--- src/rtl/i_adap_quan_pkg.sv ---
// Shared types, widths and DQLN tables for the G.726 inverse adaptive quantizer family.
// The reconst() helper is the RECONST step and is reusable by the other G.726 blocks.
package i_adap_quan_pkg;

    localparam int DQLN_W = 12;
    localparam int Y_W    = 13;
    localparam int DQ_W   = 16;
    localparam int I_W    = 5;

    typedef enum logic [1:0] {
        RATE_40K = 2'b00,
        RATE_32K = 2'b01,
        RATE_24K = 2'b10,
        RATE_16K = 2'b11
    } rate_e;

    typedef struct packed {
        logic              dqs;
        logic [DQLN_W-1:0] dqln;
    } reconst_t;

    // Negative table entries are stored as 12-bit two's complement.
    function automatic logic [DQLN_W-1:0] dqln_40k(input logic [3:0] m);
        logic [DQLN_W-1:0] v;
        case (m)
            4'd0:    v = 12'h800;
            4'd1:    v = 12'hFBE;
            4'd2:    v = 12'd28;
            4'd3:    v = 12'd104;
            4'd4:    v = 12'd169;
            4'd5:    v = 12'd224;
            4'd6:    v = 12'd274;
            4'd7:    v = 12'd318;
            4'd8:    v = 12'd358;
            4'd9:    v = 12'd395;
            4'd10:   v = 12'd429;
            4'd11:   v = 12'd459;
            4'd12:   v = 12'd488;
            4'd13:   v = 12'd514;
            4'd14:   v = 12'd539;
            default: v = 12'd566;
        endcase
        return v;
    endfunction

    function automatic logic [DQLN_W-1:0] dqln_32k(input logic [2:0] m);
        logic [DQLN_W-1:0] v;
        case (m)
            3'd0:    v = 12'h800;
            3'd1:    v = 12'd4;
            3'd2:    v = 12'd135;
            3'd3:    v = 12'd213;
            3'd4:    v = 12'd273;
            3'd5:    v = 12'd323;
            3'd6:    v = 12'd373;
            default: v = 12'd425;
        endcase
        return v;
    endfunction

    function automatic logic [DQLN_W-1:0] dqln_24k(input logic [1:0] m);
        logic [DQLN_W-1:0] v;
        case (m)
            2'd0:    v = 12'h800;
            2'd1:    v = 12'd135;
            2'd2:    v = 12'd273;
            default: v = 12'd373;
        endcase
        return v;
    endfunction

    function automatic logic [DQLN_W-1:0] dqln_16k(input logic m);
        return m ? 12'd365 : 12'd116;
    endfunction

    // Sign is the MSB of the active width; magnitude is the ones-complement when negative.
    function automatic reconst_t reconst(input rate_e rate, input logic [I_W-1:0] i);
        reconst_t r;
        r = '0;
        case (rate)
            RATE_40K: begin
                r.dqs  = i[4];
                r.dqln = dqln_40k(i[4] ? ~i[3:0] : i[3:0]);
            end
            RATE_32K: begin
                r.dqs  = i[3];
                r.dqln = dqln_32k(i[3] ? ~i[2:0] : i[2:0]);
            end
            RATE_24K: begin
                r.dqs  = i[2];
                r.dqln = dqln_24k(i[2] ? ~i[1:0] : i[1:0]);
            end
            default: begin
                r.dqs  = i[1];
                r.dqln = dqln_16k((i[1:0] == 2'b01) || (i[1:0] == 2'b10));
            end
        endcase
        return r;
    endfunction

endpackage

--- src/rtl/i_adap_quan_antilog.sv ---
// G.726 ANTILOG: converts the 12-bit log-domain DQL into the 15-bit linear magnitude.
// Purely combinational so other G.726 blocks can drop it into their own pipelines.
module i_adap_quan_antilog
    import i_adap_quan_pkg::*;
(
    input  logic [DQLN_W-1:0] dql,
    output logic [DQ_W-2:0]   dqmag
);

    logic            ds;
    logic [3:0]      dex;
    logic [7:0]      dqt;
    logic [3:0]      shamt;
    logic [DQ_W-2:0] shifted;

    // (DQT << 7) >> (14 - DEX) is computed as (DQT << 8) >> (15 - DEX) so DEX = 15 stays a right shift.
    always_comb begin
        ds      = dql[11];
        dex     = dql[10:7];
        dqt     = {1'b1, dql[6:0]};
        shamt   = 4'd15 - dex;
        shifted = (DQ_W-1)'({dqt, 8'b0} >> shamt);
        dqmag   = ds ? '0 : shifted;
    end

endmodule

--- src/rtl/i_adap_quan_mc.sv ---
// Multi-channel, multi-rate G.726 inverse adaptive quantizer: RECONST -> ADDA -> ANTILOG, 3 stages.
// Optional per-channel output counters are enabled with `define I_ADAP_QUAN_MC_CNT_EN.
module i_adap_quan_mc
    import i_adap_quan_pkg::*;
#(
    parameter int NUM_CH = 4,
    parameter int CH_W   = (NUM_CH > 1) ? $clog2(NUM_CH) : 1
) (
    input  logic              clk,
    input  logic              reset,
    input  logic              in_valid,
    output logic              in_ready,
    input  logic [CH_W-1:0]   in_ch,
    input  logic [1:0]        in_rate,
    input  logic [I_W-1:0]    in_i,
    input  logic [Y_W-1:0]    in_y,
`ifdef I_ADAP_QUAN_MC_CNT_EN
    input  logic [CH_W-1:0]   cnt_ch,
    output logic [15:0]       cnt_val,
`endif
    output logic              out_valid,
    input  logic              out_ready,
    output logic [CH_W-1:0]   out_ch,
    output logic [DQ_W-1:0]   out_dq
);

    logic adv;
    assign adv      = !out_valid || out_ready;
    assign in_ready = adv;

    reconst_t rc;
    always_comb begin
        rc = reconst(rate_e'(in_rate), in_i);
    end

    logic              s1_valid;
    logic [CH_W-1:0]   s1_ch;
    logic              s1_dqs;
    logic [DQLN_W-1:0] s1_dqln;
    logic [Y_W-1:0]    s1_y;

    always_ff @(posedge clk) begin
        if (!reset) begin
            s1_valid <= 1'b0;
            s1_ch    <= '0;
            s1_dqs   <= 1'b0;
            s1_dqln  <= '0;
            s1_y     <= '0;
        end else if (adv) begin
            s1_valid <= in_valid;
            if (in_valid) begin
                s1_ch   <= in_ch;
                s1_dqs  <= rc.dqs;
                s1_dqln <= rc.dqln;
                s1_y    <= in_y;
            end
        end
    end

    logic              s2_valid;
    logic [CH_W-1:0]   s2_ch;
    logic              s2_dqs;
    logic [DQLN_W-1:0] s2_dql;

    // ADDA wraps modulo 4096; no saturation.
    always_ff @(posedge clk) begin
        if (!reset) begin
            s2_valid <= 1'b0;
            s2_ch    <= '0;
            s2_dqs   <= 1'b0;
            s2_dql   <= '0;
        end else if (adv) begin
            s2_valid <= s1_valid;
            if (s1_valid) begin
                s2_ch  <= s1_ch;
                s2_dqs <= s1_dqs;
                s2_dql <= s1_dqln + DQLN_W'(s1_y >> 2);
            end
        end
    end

    logic [DQ_W-2:0] dqmag;

    i_adap_quan_antilog u_antilog (
        .dql   (s2_dql),
        .dqmag (dqmag)
    );

    always_ff @(posedge clk) begin
        if (!reset) begin
            out_valid <= 1'b0;
            out_ch    <= '0;
            out_dq    <= '0;
        end else if (adv) begin
            out_valid <= s2_valid;
            if (s2_valid) begin
                out_ch <= s2_ch;
                out_dq <= {s2_dqs, dqmag};
            end
        end
    end

`ifdef I_ADAP_QUAN_MC_CNT_EN
    logic [15:0] cnt_q [NUM_CH];

    // The read uses the pre-update array, so a same-cycle count shows the old value.
    always_ff @(posedge clk) begin
        if (!reset) begin
            for (int k = 0; k < NUM_CH; k++) begin
                cnt_q[k] <= '0;
            end
            cnt_val <= '0;
        end else begin
            if (out_valid && out_ready && (int'(out_ch) < NUM_CH)) begin
                cnt_q[out_ch] <= cnt_q[out_ch] + 16'd1;
            end
            cnt_val <= (int'(cnt_ch) < NUM_CH) ? cnt_q[cnt_ch] : '0;
        end
    end
`endif

endmodule

--- config.mk ---
export PLATFORM = sky130hd
export DESIGN_NAME = i_adap_quan_mc
export DESIGN_NICKNAME = d
export VERILOG_FILES = /design/src/rtl/i_adap_quan_pkg.sv /design/src/rtl/i_adap_quan_antilog.sv /design/src/rtl/i_adap_quan_mc.sv
export SDC_FILE = /design/constraint.sdc
export NUM_CORES = 1
export LEC_CHECK = 0
export ABC_AREA = 0
export CAP_MARGIN = 20
export CORE_MARGIN = 3
export CORE_UTILIZATION = 61
export DETAILED_ROUTE_END_ITERATION = 10
export GPL_ROUTABILITY_DRIVEN = 1
export GPL_TIMING_DRIVEN = 0
export PLACE_DENSITY = 0.86
export SETUP_SLACK_MARGIN = 0.3
export SYNTH_ARGS = -nofsm -noshare
export SYNTH_HDL_FRONTEND = slang
export SYNTH_SLANG_ARGS = --single-unit
--- constraint.sdc ---
create_clock -name clk -period 6.22 [get_ports clk]
set_input_delay 0.933 -clock clk [delete_from_list [all_inputs] [get_ports clk]]
set_output_delay 0.933 -clock clk [all_outputs]
set_load 0.005 [all_outputs]
==> results of run 1 <==
synthesized netlist by cell type, types with 7 or more instances:
cell / instances
a211oi_1: 7
a21oi_1: 57
a31oi_1: 11
a32o_1: 8
and2_1: 8
buf_2: 17
clkbuf_1: 18
dfxtp_1: 62
ha_1: 15
inv_1: 11
mux2i_1: 9
nand2_1: 86
nand2b_1: 15
nand3_1: 18
nor2_1: 25
nor2b_1: 12
nor3_1: 8
o21ai_0: 40
o22ai_1: 14
registers in the layout, indices dropped and copies added (netlist names):
signal     count
out_valid      1
s2_ch          2
s1_dqs         1
s1_y          11
out_ch         2
s1_ch          2
out_dq        16
s2_dqs         1
s2_dql        12
s1_valid       1
s1_dqln       12
s2_valid       1
metrics by stage:
step	hold slack [ns]	utilization
6_report	0.461	0.739
5_1_grt	0.479	0.739
4_1_cts	0.457	0.739
3_5_place_dp	0.447	0.712
3_3_place_gp	0.443	0.712
2_1_floorplan	0.432	-
cell families (layout without fill, tap and decap cells):
kind of cell / Yosys count / count (layout)
adder cells (fa/ha/maj): 16 / 16
AND/OR/NAND/NOR: 192 / 192
AO/OA/AOI/OAI: 188 / 188
flip-flops: 62 / 62
multiplexers: 15 / 15
buffers and inverters: 55 / 112
XOR/XNOR: 7 / 7
final timing paths:
path	slack, ns	endpoint	cells after the start
max	2.63	s1_dqln[7]	12
min	0.46	s2_ch[0]	2
max reg2reg	3.95	s2_dql[6]	7
min reg2reg	0.46	s2_ch[0]	2
final cells by class:
cell class,count,share of cell area
inverters,13,0.0103
multi-input cells,418,0.539
clock buffers,9,0.0262
clock inverters,7,0.0103
repair buffers,41,0.0869
flip-flops and latches,62,0.263
well taps,77,0.0204
plain buffers,42,0.0435
routing by layer:
layer / vias up / GRT usage
met1: 1990 / 0.363
met2: 215 / 0.588
met4: 0 / 0.190
met3: 50 / 0.0501
li1: 2058 / -
met5: - / 0
critical path: cells and delay by family:
family          cells  cell delay, ns
xor+xnor            1            0.30
fa+ha+maj           1            0.21
simple gates        1            0.11
buf+inv             5            1.34
compound gates      4            0.96
power by group through the flow:
stage | logic [W] | registers, W | clock network (W)
2_1_floorplan | 0.000148 | 0.000432 | 0
5_1_grt | 0.000237 | 0.000430 | 0.000335
3_3_place_gp | 0.000204 | 0.000436 | 0
4_1_cts | 0.000211 | 0.000428 | 0.000314
6_report | 0.000216 | 0.000429 | 0.000322
3_5_place_dp | 0.000209 | 0.000437 | 0
placed cells by master, fill, tap and decap left out, drive strengths merged, types with 6 or more instances in the layout:
cell / count
buf: 24
nand2b: 15
dfxtp: 62
inv: 14
xor2: 6
o21ai: 42
ha: 15
clkdlybuf4s50: 41
a211oi: 7
mux2i: 9
a32o: 8
nor2b: 12
nand3: 18
a31oi: 11
and2: 8
clkbuf: 27
nand2: 87
nor3: 8
a21o: 6
nor2: 25
o22ai: 14
o211ai: 6
a21oi: 57
==> impl_metrics.tcl, run 1 <==
set metrics [dict create \
    outcome "finished clean" \
    start_kind "primary input" \
    grt-ovfl-total 0 \
    fillCellCount 510 \
    gp_congestion 1.00 \
    synthMuxAreaShare 0.0418 \
    grt_pass1_wl_um 19700 \
    antenna_found_initial 0 \
    clockPowerShare 0.333 \
    maxSlewViolCount 0 \
    leakagePower_nw 1.80 \
    final_cell_area_um2 4720 \
    totalPowerFinal_w 0.000967 \
    tightest_slew_ns 0.765 \
    crit_path_end_kind "flop" \
    nNetsFinal 629 \
    power_frac_comb 0.224 \
    cts_resized 0 \
    start_util 0.633 \
    power_switching_w 0.000322 \
    required_ns 6.49 \
    drive_above_1_share 0.0878 \
    port_buffers 41 \
    seqPwrFrac 0.444 \
    path_max_fanout 10 \
    async_flop_share 0 \
    multiInputGateArea_um2 2550 \
    cpMostUsedCell "buf_2" \
    placed_cells 653 \
    dr_total_vias 4313 \
    cap_violations 0 \
    worstSkewPairLatency_ns 0.36 \
    drc 0 \
    hpwl_um 9050 \
    min_path_type "reg2reg" \
    vias_per_cell 6.45 \
    synth-compound-area-share 0.299 \
    wl_met3_um 701 \
    synth_top_area_frac 0.307 \
    postRouteAntennaNets 0 \
    synthAdderAreaFrac 0.0514 \
    synth_cell_types 64 \
    dpl-instance-area_um2 4550 \
    finalHoldViolations 0 \
    ir_drop_v 0.000149 \
    crit_arrival_ns 3.86 \
    numClockSinks 62 \
    grt_max_degree 13 \
    powerDensity_nw_per_um2 205 \
    skew_ns 0.00816 \
    synth-xor-area-share 0.0152 \
    drt-total-wl_um 12200 \
    postSynthCellCount 535 \
    rows 29 \
    dr.pass1.iters 6 \
    worstHoldStart "s1_ch[0]" \
    synth_warnings 0 \
    dr.first_iter.drc_count 357 \
    register_area_um2 1240 \
    syn_nets 577 \
    synth_edf_count 0 \
    r2r_start "s1_dqln[0]" \
    diodes 0 \
    grt_setup_unrepaired "false" \
    clk_path_buf_depth 2 \
    synth_seq_area_share 0.307 \
    dieArea_um2 7640 \
    cts_root_buf "clkbuf_8" \
    maxSlewHeadroom 0.486 \
    core_region_area_um2 6390 \
    synth_ff_type "dfxtp_1" \
    pre_cts_slack_ns 2.33 \
    path_cells "clkdlybuf4s50_1 -> buf_2 -> buf_2 -> xor2_1 -> inv_1 -> ha_1 -> buf_2 -> nand2b_1 -> a21oi_1 -> a31o_1 -> a2111o_1 -> a221oi_2" \
    yosys.area_share.simple 0.223 \
    max_freq_ghz 0.279 \
    cts_hold_buffers 0 \
    synth_top_family_by_area "compound AO/OA/AOI/OAI gates" \
    layout_setup_ws_ns 2.63 \
    wl_met2_um 6090 \
    routedWlPerCell_um 18.2 \
    syn_avg_cell_area_um2 7.56 \
    setup_tns_ns 0 \
    postCtsSetupBuffers 0 \
    top_layer "met4" \
    tritoncts "yes" \
    yosys.area.top_type "dfxtp_1" \
    grt_pass1_vias 4103 \
    setup_viol 0 \
    syn_to_final_growth_pct 16.8 \
    synthesis.area_um2 4040 \
    die_x_um 87.4 \
    h-tree-depth 3 \
    p_int_w 0.000645 \
    startpoint "in_i[4]" \
    post-route-min-period_ns 3.59 \
    critical_path.slowest_cell "clkdlybuf4s50_1" \
    clk_pin_slew_worst_paths_ns 0.08 \
    dieHeight_um 87.4 \
    ios 46 \
    finalCritPeriodShare 0.577 \
    path_class "in2reg" \
    wl_met1_um 4760 \
    grt_usage 0.328 \
    cp_slowest_stage_delay_ns 0.53 \
    cts-buffers-inserted 9 \
    switching_share 0.333 \
    final_cells 669 \
    synth_area_leaders "dfxtp_1 (31%), nand2_1 (8.0%), a21oi_1 (7.1%)" \
    ys_seq_elements 62 \
]
Note: power is estimated with default switching activity, not from simulation.
==> inputs of run 2 (changes only) <==
--- a/config.mk
+++ b/config.mk
@@ -8,11 +8,11 @@
 export ABC_AREA = 0
 export CAP_MARGIN = 20
 export CORE_MARGIN = 3
-export CORE_UTILIZATION = 61
+export CORE_UTILIZATION = 51
 export DETAILED_ROUTE_END_ITERATION = 10
 export GPL_ROUTABILITY_DRIVEN = 1
 export GPL_TIMING_DRIVEN = 0
-export PLACE_DENSITY = 0.86
+export PLACE_DENSITY = 0.76
 export SETUP_SLACK_MARGIN = 0.3
 export SYNTH_ARGS = -nofsm -noshare
 export SYNTH_HDL_FRONTEND = slang
==> constraint.sdc (replaced) <==
create_clock -name clk -period 3.2 [get_ports clk]
set_input_delay 0.48 -clock clk [delete_from_list [all_inputs] [get_ports clk]]
set_output_delay 0.48 -clock clk [all_outputs]
set_load 0.005 [all_outputs]
==> impl_metrics.tcl, run 2 (synthesis gave the netlist of run 1 again) <==
set metrics [dict create \
    startpoint "in_i[4]" \
    final_cell_area_um2 4810 \
    drc 0 \
    dr_total_vias 4280 \
    cts_hold_buffers 0 \
    outcome "finished clean" \
    path_max_fanout 10 \
    largest_reg_flops 16 \
    max_freq_ghz 0.363 \
    grt_pass1_wl_um 19900 \
    dr.first_iter.drc_count 278 \
    vias_per_cell 6.19 \
    leakagePower_nw 1.82 \
    hpwl_um 9350 \
    dieArea_um2 9030 \
    whs_endpoint "s2_dqs" \
    dieHeight_um 95.0 \
    grt_usage 0.284 \
    path_class "in2reg" \
    post-route-min-period_ns 2.75 \
    core_region_area_um2 7490 \
    tightest_slew_ns 0.822 \
    die_x_um 95.0 \
    routedWlPerCell_um 17.9 \
    drive_above_1_share 0.0912 \
    tritoncts "yes" \
    reg2reg_depth 7 \
    top_regs "out_dq: 16 flops, s1_dqln: 12 flops, s2_dql: 12 flops" \
    crit_arrival_ns 3.02 \
    postCtsSetupBuffers 0 \
    path_cells "clkdlybuf4s50_1 -> buf_6 -> buf_8 -> xor2_4 -> inv_1 -> ha_1 -> buf_2 -> nand2b_1 -> a21oi_1 -> a31o_1 -> a2111o_1 -> a221oi_2" \
    numClockSinks 62 \
    hold_depth 2 \
    port_buffers 41 \
    ir_drop_v 0.000217 \
    cts-buffers-inserted 9 \
    required_ns 3.46 \
    postRouteAntennaNets 0 \
    grt_pass1_vias 4039 \
    dpl-instance-area_um2 4580 \
    worstHoldStart "s1_dqs" \
    diodes 0 \
    crit_path_end_kind "flop" \
    finalHoldViolations 0 \
    ios 46 \
    setup_tns_ns 0 \
    powerDensity_nw_per_um2 391 \
    cts_root_buf "clkbuf_8" \
    layout_common_cells "nand2_1 (86), dfxtp_1 (62), a21oi_1 (57)" \
    totalPowerFinal_w 0.00188 \
    clk_path_buf_depth 2 \
    rows 31 \
    grt_setup_unrepaired "false" \
    skew_ns 0.0164 \
    gp_congestion 0.930 \
    start_util 0.540 \
    cap_violations 0 \
    maxSlewViolCount 0 \
    dr.pass1.iters 5 \
    final_common_cell "nand2_1" \
    finalCritPeriodShare 0.860 \
    setup_viol 0 \
    critical_path.slowest_cell "clkdlybuf4s50_1" \
    drt-total-wl_um 12400 \
    grt_max_degree 13 \
    maxSlewHeadroom 0.448 \
    r2r_start "s1_dqln[0]" \
    cp_slowest_stage_delay_ns 0.56 \
    clk_pin_slew_worst_paths_ns 0.08 \
    h-tree-depth 3 \
    rr_endpoint "s2_dql[8]" \
    nNetsFinal 629 \
    max_flop_register "out_dq" \
    worstSkewPairLatency_ns 0.35 \
    grt-ovfl-total 0 \
    antenna_found_initial 0 \
    reg2reg_slack_ns 0.88 \
    syn_to_final_growth_pct 19.0 \
    start_kind "primary input" \
    min_path_type "reg2reg" \
]
-- run 2: cell type report --
class / count / area, um^2
timing repair buffer: 41 / 412
clock buffer: 9 / 124
fill: 702 / 2680
multi-input combinational: 418 / 2580
inverter: 13 / 48.8
sequential: 62 / 1240
clock inverter: 7 / 48.8
tap: 99 / 124
buffer: 42 / 226
-- run 2: what timing repair did --
| action | in CTS | in global routing |
|---|---|---|
| cloned | 0 | 0 |
| setup endpoints to repair | 1 | 2 |
| resized for setup | 5 | 10 |
| hold endpoints to repair | 0 | 0 |
-- run 2: critical path, delay by kind of cell --
family	cells	cell delay, ns
simple gates	1	0.11
buf+inv	5	1.16
fa+ha+maj	1	0.19
xor+xnor	1	0.17
compound gates	4	0.90
-- run 2: worst max-delay path by stage --
stage	end	slack, ns	cells after the start
3_3_place_gp	s1_dqln[7]	-0.15	12
3_5_place_dp	s1_dqln[7]	-0.21	12
6_report	s1_dqln[7]	0.45	12
4_1_cts	s1_dqln[7]	0.33	12
2_1_floorplan	s1_dqln[7]	0.70	11
5_1_grt	s1_dqln[7]	0.32	12
-- run 2: power by group --
| part | internal (W) | switching, W | total (W) | leakage [nW] |
|---|---|---|---|---|
| Clock | 0.000282 | 0.000339 | 0.000620 | 0.0894 |
| Combinational | 0.000171 | 0.000258 | 0.000429 | 1.23 |
| Sequential | 0.000805 | 0.0000275 | 0.000832 | 0.506 |
| Total | 0.00126 | 0.000624 | 0.00188 | 1.82 |
-- run 2: per-layer routing --
| metal | up-vias | global-route usage | wire length [um] |
|---|---|---|---|
| met5 | - | 0 | 0 |
| met4 | 0 | 0.119 | 349 |
| met3 | 27 | 0.0497 | 829 |
| met2 | 185 | 0.489 | 5890 |
| met1 | 2014 | 0.348 | 5310 |
| li1 | 2054 | - | - |
-- run 2: per-stage QoR --
step | hold WS, ns | setup WS, ns | utilization | cells
6_report | 0.459 | 0.448 | 0.642 | 691
5_1_grt | 0.482 | 0.318 | 0.642 | 691
4_1_cts | 0.459 | 0.329 | 0.637 | 691
3_5_place_dp | 0.449 | -0.209 | 0.611 | 675
3_3_place_gp | 0.438 | -0.155 | 0.611 | 675
2_1_floorplan | 0.432 | 0.696 | - | 535
